File: config.mk
export PLATFORM = sky130hd
export DESIGN_NAME = simon_host_driver
export DESIGN_NICKNAME = d
export VERILOG_FILES = /design/src/rtl/simon_host_driver.sv
export SDC_FILE = /design/constraint.sdc
export NUM_CORES = 1
export LEC_CHECK = 0
export BUFFER_PORTS_ARGS = -buffer_cell sky130_fd_sc_hd__buf_2
export CAP_MARGIN = 20
export CORE_MARGIN = 8
export CORE_UTILIZATION = 55
export CTS_CLUSTER_DIAMETER = 150
export DETAILED_ROUTE_END_ITERATION = 8
export GPL_TIMING_DRIVEN = 0
export HOLD_SLACK_MARGIN = 0.03
export PLACE_DENSITY = 0.77
export SLEW_MARGIN = 20
export SYNTH_ARGS = -nofsm -noshare
export SYNTH_HDL_FRONTEND = slang
export SYNTH_SLANG_ARGS = --single-unit
export TNS_END_PERCENT = 20
File: constraint.sdc
create_clock -name clk -period 2.49 [get_ports clk]
set_input_delay 0.498 -clock clk [delete_from_list [all_inputs] [get_ports clk]]
set_output_delay 0.498 -clock clk [all_outputs]
set_load 0.1 [all_outputs]
File: src/rtl/simon_host_driver.sv
// Stream-to-handshake driver for one SIMON core: assembles keys/blocks from W-bit words,
// runs the newKey/newData handshakes and streams the result back. Optional watchdog: SIMON_DRV_TIMEOUT_EN.
module simon_host_driver #(
   parameter int N         = 64,
   parameter int M         = 4,
   parameter int W         = 32,
   parameter int TO_CYCLES = 1023
) (
   input  logic             clk,
   input  logic             nR,
   input  logic             in_valid,
   output logic             in_ready,
   input  logic [W-1:0]     in_data,
   input  logic             in_is_key,
   input  logic             in_enc_dec,
   output logic             out_valid,
   input  logic             out_ready,
   output logic [W-1:0]     out_data,
   output logic             out_last,
   output logic             err_nokey,
   output logic             err_timeout,
   output logic             newKey,
   output logic             newData,
   output logic             enc_dec,
   output logic             readData,
   output logic [2*N-1:0]   plain,
   output logic [M*N-1:0]   key,
   input  logic             ldKey,
   input  logic             ldData,
   input  logic             doneKey,
   input  logic             doneData,
   input  logic [2*N-1:0]   cipher
);

   localparam int AW = M*N;
   localparam int BW = 2*N;
   localparam int KW = AW/W;
   localparam int DW = BW/W;
   localparam int CW = $clog2(KW+1);

   localparam logic [2:0] S_IDLE      = 3'd0;
   localparam logic [2:0] S_COLLECT   = 3'd1;
   localparam logic [2:0] S_SEND_KEY  = 3'd2;
   localparam logic [2:0] S_WAIT_KEY  = 3'd3;
   localparam logic [2:0] S_SEND_DATA = 3'd4;
   localparam logic [2:0] S_WAIT_DATA = 3'd5;
   localparam logic [2:0] S_DRAIN     = 3'd6;

   if ((BW % W) != 0 || (AW % W) != 0 || M < 2 || TO_CYCLES < 1) begin : g_bad_cfg
      $error("simon_host_driver: invalid parameter set");
   end

   logic [2:0]    state_q, state_d;
   logic [CW-1:0] cnt_q, cnt_d, nxt;
   logic          is_key_q, is_key_d, dir_q, dir_d;
   logic [AW-1:0] asm_q, asm_d, key_q, key_d;
   logic [BW-1:0] plain_q, plain_d, result_q, result_d;
   logic          key_loaded_q, key_loaded_d;
   logic          enc_dec_q, enc_dec_d, newKey_q, newKey_d, newData_q, newData_d;
   logic          readData_q, readData_d, in_ready_q, in_ready_d;
   logic          out_valid_q, out_valid_d, out_last_q, out_last_d;
   logic [W-1:0]  out_data_q, out_data_d;
   logic          err_nokey_q, err_nokey_d, err_to_q, err_to_d;
   logic          frame_done, frame_key, frame_dir;

`ifdef SIMON_DRV_TIMEOUT_EN
   localparam int TW = $clog2(TO_CYCLES+1);
   logic [TW-1:0] to_q, to_d;
   logic          timed;
`endif

   always_comb begin
      state_d      = state_q;
      cnt_d        = cnt_q;
      is_key_d     = is_key_q;
      dir_d        = dir_q;
      asm_d        = asm_q;
      key_d        = key_q;
      plain_d      = plain_q;
      result_d     = result_q;
      key_loaded_d = key_loaded_q;
      enc_dec_d    = enc_dec_q;
      newKey_d     = newKey_q;
      newData_d    = newData_q;
      readData_d   = 1'b0;
      out_valid_d  = out_valid_q;
      out_last_d   = out_last_q;
      out_data_d   = out_data_q;
      err_nokey_d  = 1'b0;
      err_to_d     = 1'b0;
      frame_done   = 1'b0;
      frame_key    = is_key_q;
      frame_dir    = dir_q;
      nxt          = CW'(cnt_q + 1'b1);

      case (state_q)
         S_IDLE: if (in_valid && in_ready_q) begin
            is_key_d   = in_is_key;
            dir_d      = in_enc_dec;
            frame_key  = in_is_key;
            frame_dir  = in_enc_dec;
            asm_d[W-1:0] = in_data;
            cnt_d      = CW'(1);
            state_d    = S_COLLECT;
            frame_done = ((in_is_key ? KW : DW) == 1);
         end
         S_COLLECT: if (in_valid && in_ready_q) begin
            for (int unsigned i = 1; i < KW; i++)
               if (cnt_q == CW'(i)) asm_d[i*W +: W] = in_data;
            cnt_d      = nxt;
            frame_done = (cnt_q == CW'((is_key_q ? KW : DW) - 1));
         end
         S_SEND_KEY: if (newKey_q && ldKey) begin
            newKey_d = 1'b0;
            state_d  = S_WAIT_KEY;
         end
         S_WAIT_KEY: if (doneKey) begin
            key_loaded_d = 1'b1;
            state_d      = S_IDLE;
         end
         S_SEND_DATA: if (newData_q && ldData) begin
            newData_d = 1'b0;
            state_d   = S_WAIT_DATA;
         end
         S_WAIT_DATA: if (doneData) begin
            result_d   = cipher;
            readData_d = 1'b1;
            cnt_d      = '0;
            state_d    = S_DRAIN;
         end
         S_DRAIN: begin
            // first DRAIN cycle only loads word 0, giving the 2-cycle doneData-to-data latency
            if (!out_valid_q) begin
               out_valid_d = 1'b1;
               out_data_d  = result_q[W-1:0];
               out_last_d  = (DW == 1);
            end else if (out_ready) begin
               if (cnt_q == CW'(DW-1)) begin
                  out_valid_d = 1'b0;
                  out_last_d  = 1'b0;
                  cnt_d       = '0;
                  state_d     = S_IDLE;
               end else begin
                  cnt_d      = nxt;
                  out_last_d = (nxt == CW'(DW-1));
                  for (int unsigned i = 0; i < DW; i++)
                     if (nxt == CW'(i)) out_data_d = result_q[i*W +: W];
               end
            end
         end
         default: state_d = S_IDLE;
      endcase

      if (frame_done) begin
         cnt_d = '0;
         if (frame_key) begin
            key_d        = asm_d;
            key_loaded_d = 1'b0;
            newKey_d     = 1'b1;
            state_d      = S_SEND_KEY;
         end else if (key_loaded_q) begin
            plain_d   = asm_d[BW-1:0];
            enc_dec_d = frame_dir;
            newData_d = 1'b1;
            state_d   = S_SEND_DATA;
         end else begin
            err_nokey_d = 1'b1;
            state_d     = S_IDLE;
         end
      end

`ifdef SIMON_DRV_TIMEOUT_EN
      timed = (state_q == S_SEND_KEY) || (state_q == S_WAIT_KEY) ||
              (state_q == S_SEND_DATA) || (state_q == S_WAIT_DATA);
      to_d  = (timed && state_d == state_q) ? TW'(to_q + 1'b1) : '0;
      if (timed && to_q == TW'(TO_CYCLES-1)) begin
         newKey_d     = 1'b0;
         newData_d    = 1'b0;
         readData_d   = 1'b0;
         err_to_d     = 1'b1;
         key_loaded_d = 1'b0;
         state_d      = S_IDLE;
         to_d         = '0;
      end
`endif

      in_ready_d = (state_d == S_IDLE) || (state_d == S_COLLECT);
   end

   always_ff @(posedge clk) begin
      if (!nR) begin
         state_q      <= S_IDLE;
         cnt_q        <= '0;
         is_key_q     <= 1'b0;
         dir_q        <= 1'b0;
         asm_q        <= '0;
         key_q        <= '0;
         plain_q      <= '0;
         result_q     <= '0;
         key_loaded_q <= 1'b0;
         enc_dec_q    <= 1'b0;
         newKey_q     <= 1'b0;
         newData_q    <= 1'b0;
         readData_q   <= 1'b0;
         in_ready_q   <= 1'b0;
         out_valid_q  <= 1'b0;
         out_last_q   <= 1'b0;
         out_data_q   <= '0;
         err_nokey_q  <= 1'b0;
         err_to_q     <= 1'b0;
      end else begin
         state_q      <= state_d;
         cnt_q        <= cnt_d;
         is_key_q     <= is_key_d;
         dir_q        <= dir_d;
         asm_q        <= asm_d;
         key_q        <= key_d;
         plain_q      <= plain_d;
         result_q     <= result_d;
         key_loaded_q <= key_loaded_d;
         enc_dec_q    <= enc_dec_d;
         newKey_q     <= newKey_d;
         newData_q    <= newData_d;
         readData_q   <= readData_d;
         in_ready_q   <= in_ready_d;
         out_valid_q  <= out_valid_d;
         out_last_q   <= out_last_d;
         out_data_q   <= out_data_d;
         err_nokey_q  <= err_nokey_d;
         err_to_q     <= err_to_d;
      end
   end

`ifdef SIMON_DRV_TIMEOUT_EN
   always_ff @(posedge clk) begin
      if (!nR) to_q <= '0;
      else     to_q <= to_d;
   end
   assign err_timeout = err_to_q;
`else
   assign err_timeout = 1'b0;
`endif

   assign in_ready  = in_ready_q;
   assign out_valid = out_valid_q;
   assign out_data  = out_data_q;
   assign out_last  = out_last_q;
   assign err_nokey = err_nokey_q;
   assign newKey    = newKey_q;
   assign newData   = newData_q;
   assign enc_dec   = enc_dec_q;
   assign readData  = readData_q;
   assign plain     = plain_q;
   assign key       = key_q;

endmodule
==> results.json, run 1 <==
{
  "clock_sinks": 818,
  "crit_chain": "clkbuf_1, clkbuf_1, buf_1, clkbuf_1, and2_1",
  "layout.nets": 4394,
  "drive_gt1_share_pct": 20.8,
  "slowest_delay_ps": 770,
  "power_density_nw_per_um2": 702,
  "post-route-min-period_ps": 2510,
  "cts_root_buf": "clkbuf_16",
  "cts_buffer_depth": 3,
  "hold_viol": 0,
  "relSlewSlack_pct": 37.1,
  "start_util_pct": 55.2,
  "grt_pass1_vias": 27800,
  "dp_slack_ps": -601,
  "worst_ir_drop_vdd_uv": 540,
  "yosysTopAreaCellShare_pct": 51.8,
  "grt_start_max_net_pins": 14,
  "grt_pass1_wl_um": 169000,
  "antenna_found_initial": 6,
  "cts_buffers": 83,
  "synthMuxAreaShare_pct": 7.19,
  "clock_latency_ps": 630,
  "end_kind": "flop",
  "yosysTopAreaCell": "dfxtp_1",
  "async_flop_share_pct": 0,
  "ys_ff_latch": 818,
  "io_pins": 595,
  "worst_slew_pin_slew_ps": 943,
  "path_clk_slew_ps": 70,
  "die_area_um2": 65400,
  "required_ps": 3050,
  "viasPerCell": 5.66,
  "hold_path_class": "in -> reg",
  "die_w_um": 256,
  "io_buffers": 592,
  "drcViolationCount": 0,
  "htreeDepth": 3,
  "synth-edff-count": 0,
  "via_count": 28600,
  "grt_usage_pct": 32.8,
  "synth_fa_ha_area_share_pct": 0.198,
  "first_pass_iters": 6,
  "synth-simple-area-share_pct": 20.9,
  "netlist_area_um2": 31600,
  "cp_max_fo": 10,
  "postRouteAntennaNets": 0,
  "std_cell_rows": 88,
  "tritoncts": "done",
  "setup_viol": 1,
  "rsz0062_at_grt": "yes",
  "worstPathArrival_ps": 3070,
  "n_fill_cell": 4764,
  "drtIter0Drc": 2547,
  "path_class": "in -> reg",
  "p_leak_nw": 18.3,
  "synth_top_family_by_area": "simple AND/OR/NAND/NOR gates",
  "synth_seq_area_share_pct": 51.8,
  "syn_area_per_cell_um2": 8.96,
  "max-cap-violations": 0,
  "dp_hpwl_um": 83800,
  "fmax_ghz": 0.398,
  "synthXorXnorAreaFrac_pct": 0.0277,
  "place_congestion": 0.936,
  "ys_warn_count": 0,
  "finalPower_mw": 27.1,
  "synth_nets": 3703,
  "fin_crit_sh_pct": 101,
  "post_drt_wl_per_cell_um": 22.4,
  "drv_slew": 0,
  "syn_inst": 3528,
  "cp_slowest_cell": "buf_1",
  "start_kind": "input port",
  "multi_input_area_um2": 13900,
  "drt_wl_total_um": 113000,
  "synth-compound-area-share_pct": 15.4,
  "seq_area_um2": 16400,
  "violations": "negative setup slack",
  "fin_ws_ps": -22.3,
  "syn_to_final_growth_pct": 22.1,
  "fin_skew_ps": 21.8,
  "ys.flop_type": "dfxtp_1",
  "synthTopCellsByArea": "dfxtp_1 (52%), nand2_1 (13%), mux2i_1 (7.2%)",
  "synth.distinct_cells": 61,
  "die_y_um": 256,
  "overflow": 0,
  "outcome": "finished, violations left",
  "path_common_cell": "clkbuf_1",
  "core_um2": 57300
}
metrics by stage:
| step | util [%] | hold WS [ps] | instance area, um2 | TNS [ps] | std cells |
|---|---|---|---|---|---|
| 5_1_grt | 67.4 | 121 | 38600 | -1990 | 5050 |
| 2_1_floorplan | - | 444 | 31600 | 0 | 3528 |
| 6_report | 67.4 | 120 | 38600 | -22.3 | 5051 |
| 3_3_place_gp | 62.1 | 435 | 35500 | -225270 | 4885 |
| 3_5_place_dp | 62.1 | 437 | 35500 | -224130 | 4885 |
| 4_1_cts | 67.1 | 92.8 | 38400 | 0 | 5038 |
logic make-up after synthesis:
kind of cell | after synthesis
compound gates | 649
simple gates | 1516
buf+inv | 311
mux | 227
flops | 818
fa+ha+maj | 5
other cells | 1
xor+xnor | 1
placed cells by master (no fill, tap or decap), types with 5 or more instances in the layout:
master     synthesis  routed
nor2b_1          165     165
clkbuf_2           3      40
o221ai_1          32      31
o311a_1           32      32
o211a_1          128     128
o21ai_1           72      72
nand3_1          165     165
nor2_1            49      47
inv_1              7       7
nor3b_1           33      33
clkbuf_16          0      83
nand2_1         1071    1071
and2_1             5       5
dfxtp_1          818     815
clkinv_2           0      11
clkbuf_1         205     191
bufinv_16          0       7
a31oi_1           35      35
a21oi_1            7       6
buf_6             20      20
o31ai_1           66      65
buf_2             61     649
clkbuf_8           0      18
a21boi_0         155     155
a21boi_1           6       6
mux2i_1          226     225
o21ai_0           99      98
buf_4              6      22
where the power goes:
group,internal (mW),leakage (nW),switching (mW)
Sequential,13.1,6.59,0.0127
Clock,7.46,1.37,5.35
Combinational,0.347,10.3,0.795
sequential cells by signal, indices dropped and copies added, names as in the netlist, 3 cells and up:
signal and cells:
key 256, state_q 3, asm_q 256, result_q 128, cnt_q 4, out_data 32, plain 128
layer usage:
metal / vias up / wire length [um] / track usage, % / part of all wire (%)
li1: 13300 / - / - / -
met1: 13700 / 45300 / 40.8 / 40
met2: 1335 / 51100 / 52.8 / 45
met3: 280 / 11400 / 9.54 / 10
met4: 4 / 5080 / 14.0 / 4.5
met5: - / 31 / 0 / 0.027
critical path: cells and delay by family:
family	cells	cell delay, ps
simple gates	1	240
buf+inv	4	2320
path summary, 6_finish.rpt:
kind | start | slack [ps] | endpoint | cells past startpoint
worst max register to register | cnt_q[0] | 80 | out_data[27] | 7
worst min register to register | plain[116] | 450 | plain[116] | 2
worst max-delay path | nR | -20 | out_valid | 5
worst min-delay path | cipher[9] | 120 | result_q[9] | 3
repair_timing:
| action | in CTS | in global routing |
|---|---|---|
| setup endpoints to repair | 394 | 324 |
| buffers inserted | 6 | 9 |
| resized for setup | 33 | 46 |
| hold buffers | 0 | 0 |
| pin swaps | 3 | 4 |
final cells by class:
type	instances	share of cell area (%)
Antenna cell	4	0.0259
Buffer	303	3.81
Clock buffer	123	6.24
Clock inverter	25	0.995
Inverter	7	0.0681
Multi-Input combinational cell	2399	35.9
Sequential cell	818	42.4
Tap cell	765	2.48
Timing Repair Buffer	607	8.06
synth_stat cells (2+ instances only):
| cell | instances |
|---|---|
| nand2_1 | 1071 |
| dfxtp_1 | 818 |
| mux2i_1 | 226 |
| clkbuf_1 | 205 |
| nand3_1 | 165 |
| nor2b_1 | 165 |
| a21boi_0 | 155 |
| o211a_1 | 128 |
| o21ai_0 | 99 |
| o21ai_1 | 72 |
| o31ai_1 | 66 |
| buf_2 | 61 |
| nor2_1 | 49 |
| a31oi_1 | 35 |
| nor3b_1 | 33 |
| o221ai_1 | 32 |
| o311a_1 | 32 |
| buf_6 | 20 |
| buf_1 | 8 |
| a21oi_1 | 7 |
| inv_1 | 7 |
| a21boi_1 | 6 |
| buf_4 | 6 |
| and2_1 | 5 |
| ha_1 | 5 |
| clkbuf_2 | 3 |
| nand2b_1 | 3 |
| nand3b_1 | 3 |
| nand4_1 | 3 |
| nor3_4 | 3 |
| o21a_1 | 3 |
| a21o_1 | 2 |
| and3b_1 | 2 |
| nor3_1 | 2 |
| or3b_1 | 2 |
Power figures use the tool's default switching activity.
==> run 2: changes to the inputs <==
- RECOVER_POWER: not set -> 25
- REMOVE_ABC_BUFFERS: not set -> 1
==> run 2 against run 1 <==
  * Worst setup slack better by 21 ps
  * Sequential cell count did not move
  * The flow still finishes with violations (negative setup slack)
  * Largest power group unchanged
  * Fmax increased by 0.84%
  * Cell area rose by 2.3%
  * Largest cell class unchanged
  * Clock skew increased by 9.2 ps
  * Sequential share of layout area is 0.88 points lower
  * Critical path depth increased by 4
  * First-iteration DRC count rose by 3.2%
  * Critical endpoint is now out_data[25]
==> results.json, run 2 (synthesis results as in run 1) <==
{
  "setup_tns_ps": -1.47,
  "rr_endpoint": "out_data[25]",
  "die_y_um": 256,
  "hold_viol": 0,
  "die_area_um2": 65400,
  "power_frac_seq_pct": 48.6,
  "slowest_delay_ps": 450,
  "n_fill_cell": 4405,
  "reg2reg_slack_ps": -1,
  "switchingPower_mw": 6.02,
  "die_w_um": 256,
  "grt_pass1_wl_um": 159000,
  "clock_latency_ps": 640,
  "worst_slew_pin_slew_ps": 740,
  "cts_buffer_depth": 3,
  "place_congestion": 0.821,
  "postRouteAntennaNets": 0,
  "dp_hpwl_um": 68800,
  "fin_crit_sh_pct": 100,
  "violations": "negative setup slack",
  "end_kind": "flop",
  "swShare_pct": 22.3,
  "drcViolationCount": 0,
  "multi_input_area_um2": 14100,
  "hold_end": "result_q[1]",
  "hold_start": "cipher[1]",
  "seq_area_um2": 16400,
  "syn_to_final_growth_pct": 24.9,
  "power_density_nw_per_um2": 684,
  "post-route-min-period_ps": 2490,
  "rsz0062_at_grt": "yes",
  "fmax_ghz": 0.401,
  "hold_path_class": "in -> reg",
  "p_comb_share_pct": 4.0,
  "finalPower_mw": 27.0,
  "max-cap-violations": 0,
  "outcome": "finished, violations left",
  "cp_max_fo": 27,
  "htreeDepth": 3,
  "path_common_cell": "buf_4",
  "worstPathArrival_ps": 2990,
  "start_kind": "flop",
  "required_ps": 2990,
  "path_class": "reg -> reg",
  "first_pass_iters": 9,
  "post_drt_wl_per_cell_um": 21.6,
  "antenna_found_initial": 5,
  "power_frac_clock_pct": 47.4,
  "cts_buffers": 82,
  "grt_start_max_net_pins": 145,
  "path_clk_slew_ps": 60,
  "p_leak_nw": 18.5,
  "fin_skew_ps": 31.1,
  "viasPerCell": 5.66,
  "cts_root_buf": "clkbuf_16",
  "r2r_cells": 9,
  "io_pins": 595,
  "cp_slowest_cell": "or3_4",
  "dp_slack_ps": -1480,
  "setup_viol": 1,
  "holdPathStages": 3,
  "std_cell_rows": 88,
  "grt_pass1_vias": 26700,
  "worst_ir_drop_vdd_uv": 589,
  "drv_slew": 0,
  "layout.nets": 4215,
  "start_util_pct": 55.2,
  "reg2reg_from": "cnt_q[0]",
  "core_um2": 57300,
  "mostFrequentLayoutCell": "nand2_1",
  "io_buffers": 593,
  "tritoncts": "done",
  "p_int_mw": 21.0,
  "fin_ws_ps": -1.47,
  "via_count": 27600,
  "drt_wl_total_um": 105000,
  "crit_chain": "clkinvlp_4, ha_4, buf_16, or3_4, buf_4, buf_4, a31oi_1, o221ai_1, o311a_1",
  "drive_gt1_share_pct": 22.4,
  "relSlewSlack_pct": 50.1,
  "clock_sinks": 818,
  "overflow": 0,
  "drtIter0Drc": 2628,
  "grt_usage_pct": 30.1,
  "layout_common_cells": "nand2_1 (1071), dfxtp_1 (810), buf_2 (592)"
}
## run 2: metal layers
layer / wire (um) / track usage (%)
met1: 41100 / 35.4
met2: 48900 / 49.8
met3: 9580 / 9.46
met4: 5500 / 14.5
met5: 10 / 0
## run 2: power groups by stage
stage / Clock (mW) / Combinational (mW) / Sequential, mW
final: 12.8 / 1.09 / 13.1
after global placement: 0 / 0.986 / 13.4
after CTS: 12.9 / 1.05 / 13.1
after floorplan: 0 / 0.355 / 13.4
after global routing: 13.4 / 1.15 / 13.1
after detailed placement: 0 / 0.949 / 13.4
## run 2: layout make-up
type	instances	area share, %
tap	765	2.42
timing repair buffer	728	13.0
antenna	4	0.0254
sequential	818	41.5
clock inverter	26	0.935
clock buffer	122	6.17
multi-input combinational	2403	35.8
inverter	7	0.0761
## run 2: worst max-delay path by stage
stage / from / to / slack, ps
after floorplan: in_ready / state_q[1] / -8230
after global placement: state_q[1] / key[92] / -15520
after detailed placement: cnt_q[0] / out_data[17] / -1480
after CTS: cnt_q[0] / out_data[22] / -1
after global routing: state_q[1] / key[2] / -20
final: cnt_q[0] / out_data[25] / -1
## run 2: critical path: cells and delay by family (launching register included)
kind / cells / cell delay (ps)
AOI/OAI and AO/OA: 3 / 570
adders and majority gates: 1 / 220
buffers and inverters: 4 / 720
DFF: 1 / 360
and+or+nand+nor: 1 / 450
## run 2: what timing repair did
item,4_1_cts,5_1_grt
gates resized for setup,35,19
pin swaps,13,8
endpoints found under the setup margin,578,179
hold buffers,0,0
cloned,3,4
buffers inserted,34,20
endpoints found under the hold margin,0,0
## run 2: stage by stage
stage	cells	cell area [um2]	utilization, %	hold slack, ps
after floorplan	3224	30200	-	444
after global placement	4582	34100	59.6	433
after detailed placement	4661	35900	62.7	437
after CTS	4845	39200	68.4	86.0
after global routing	4871	39500	68.9	111
final	4873	39500	68.9	118
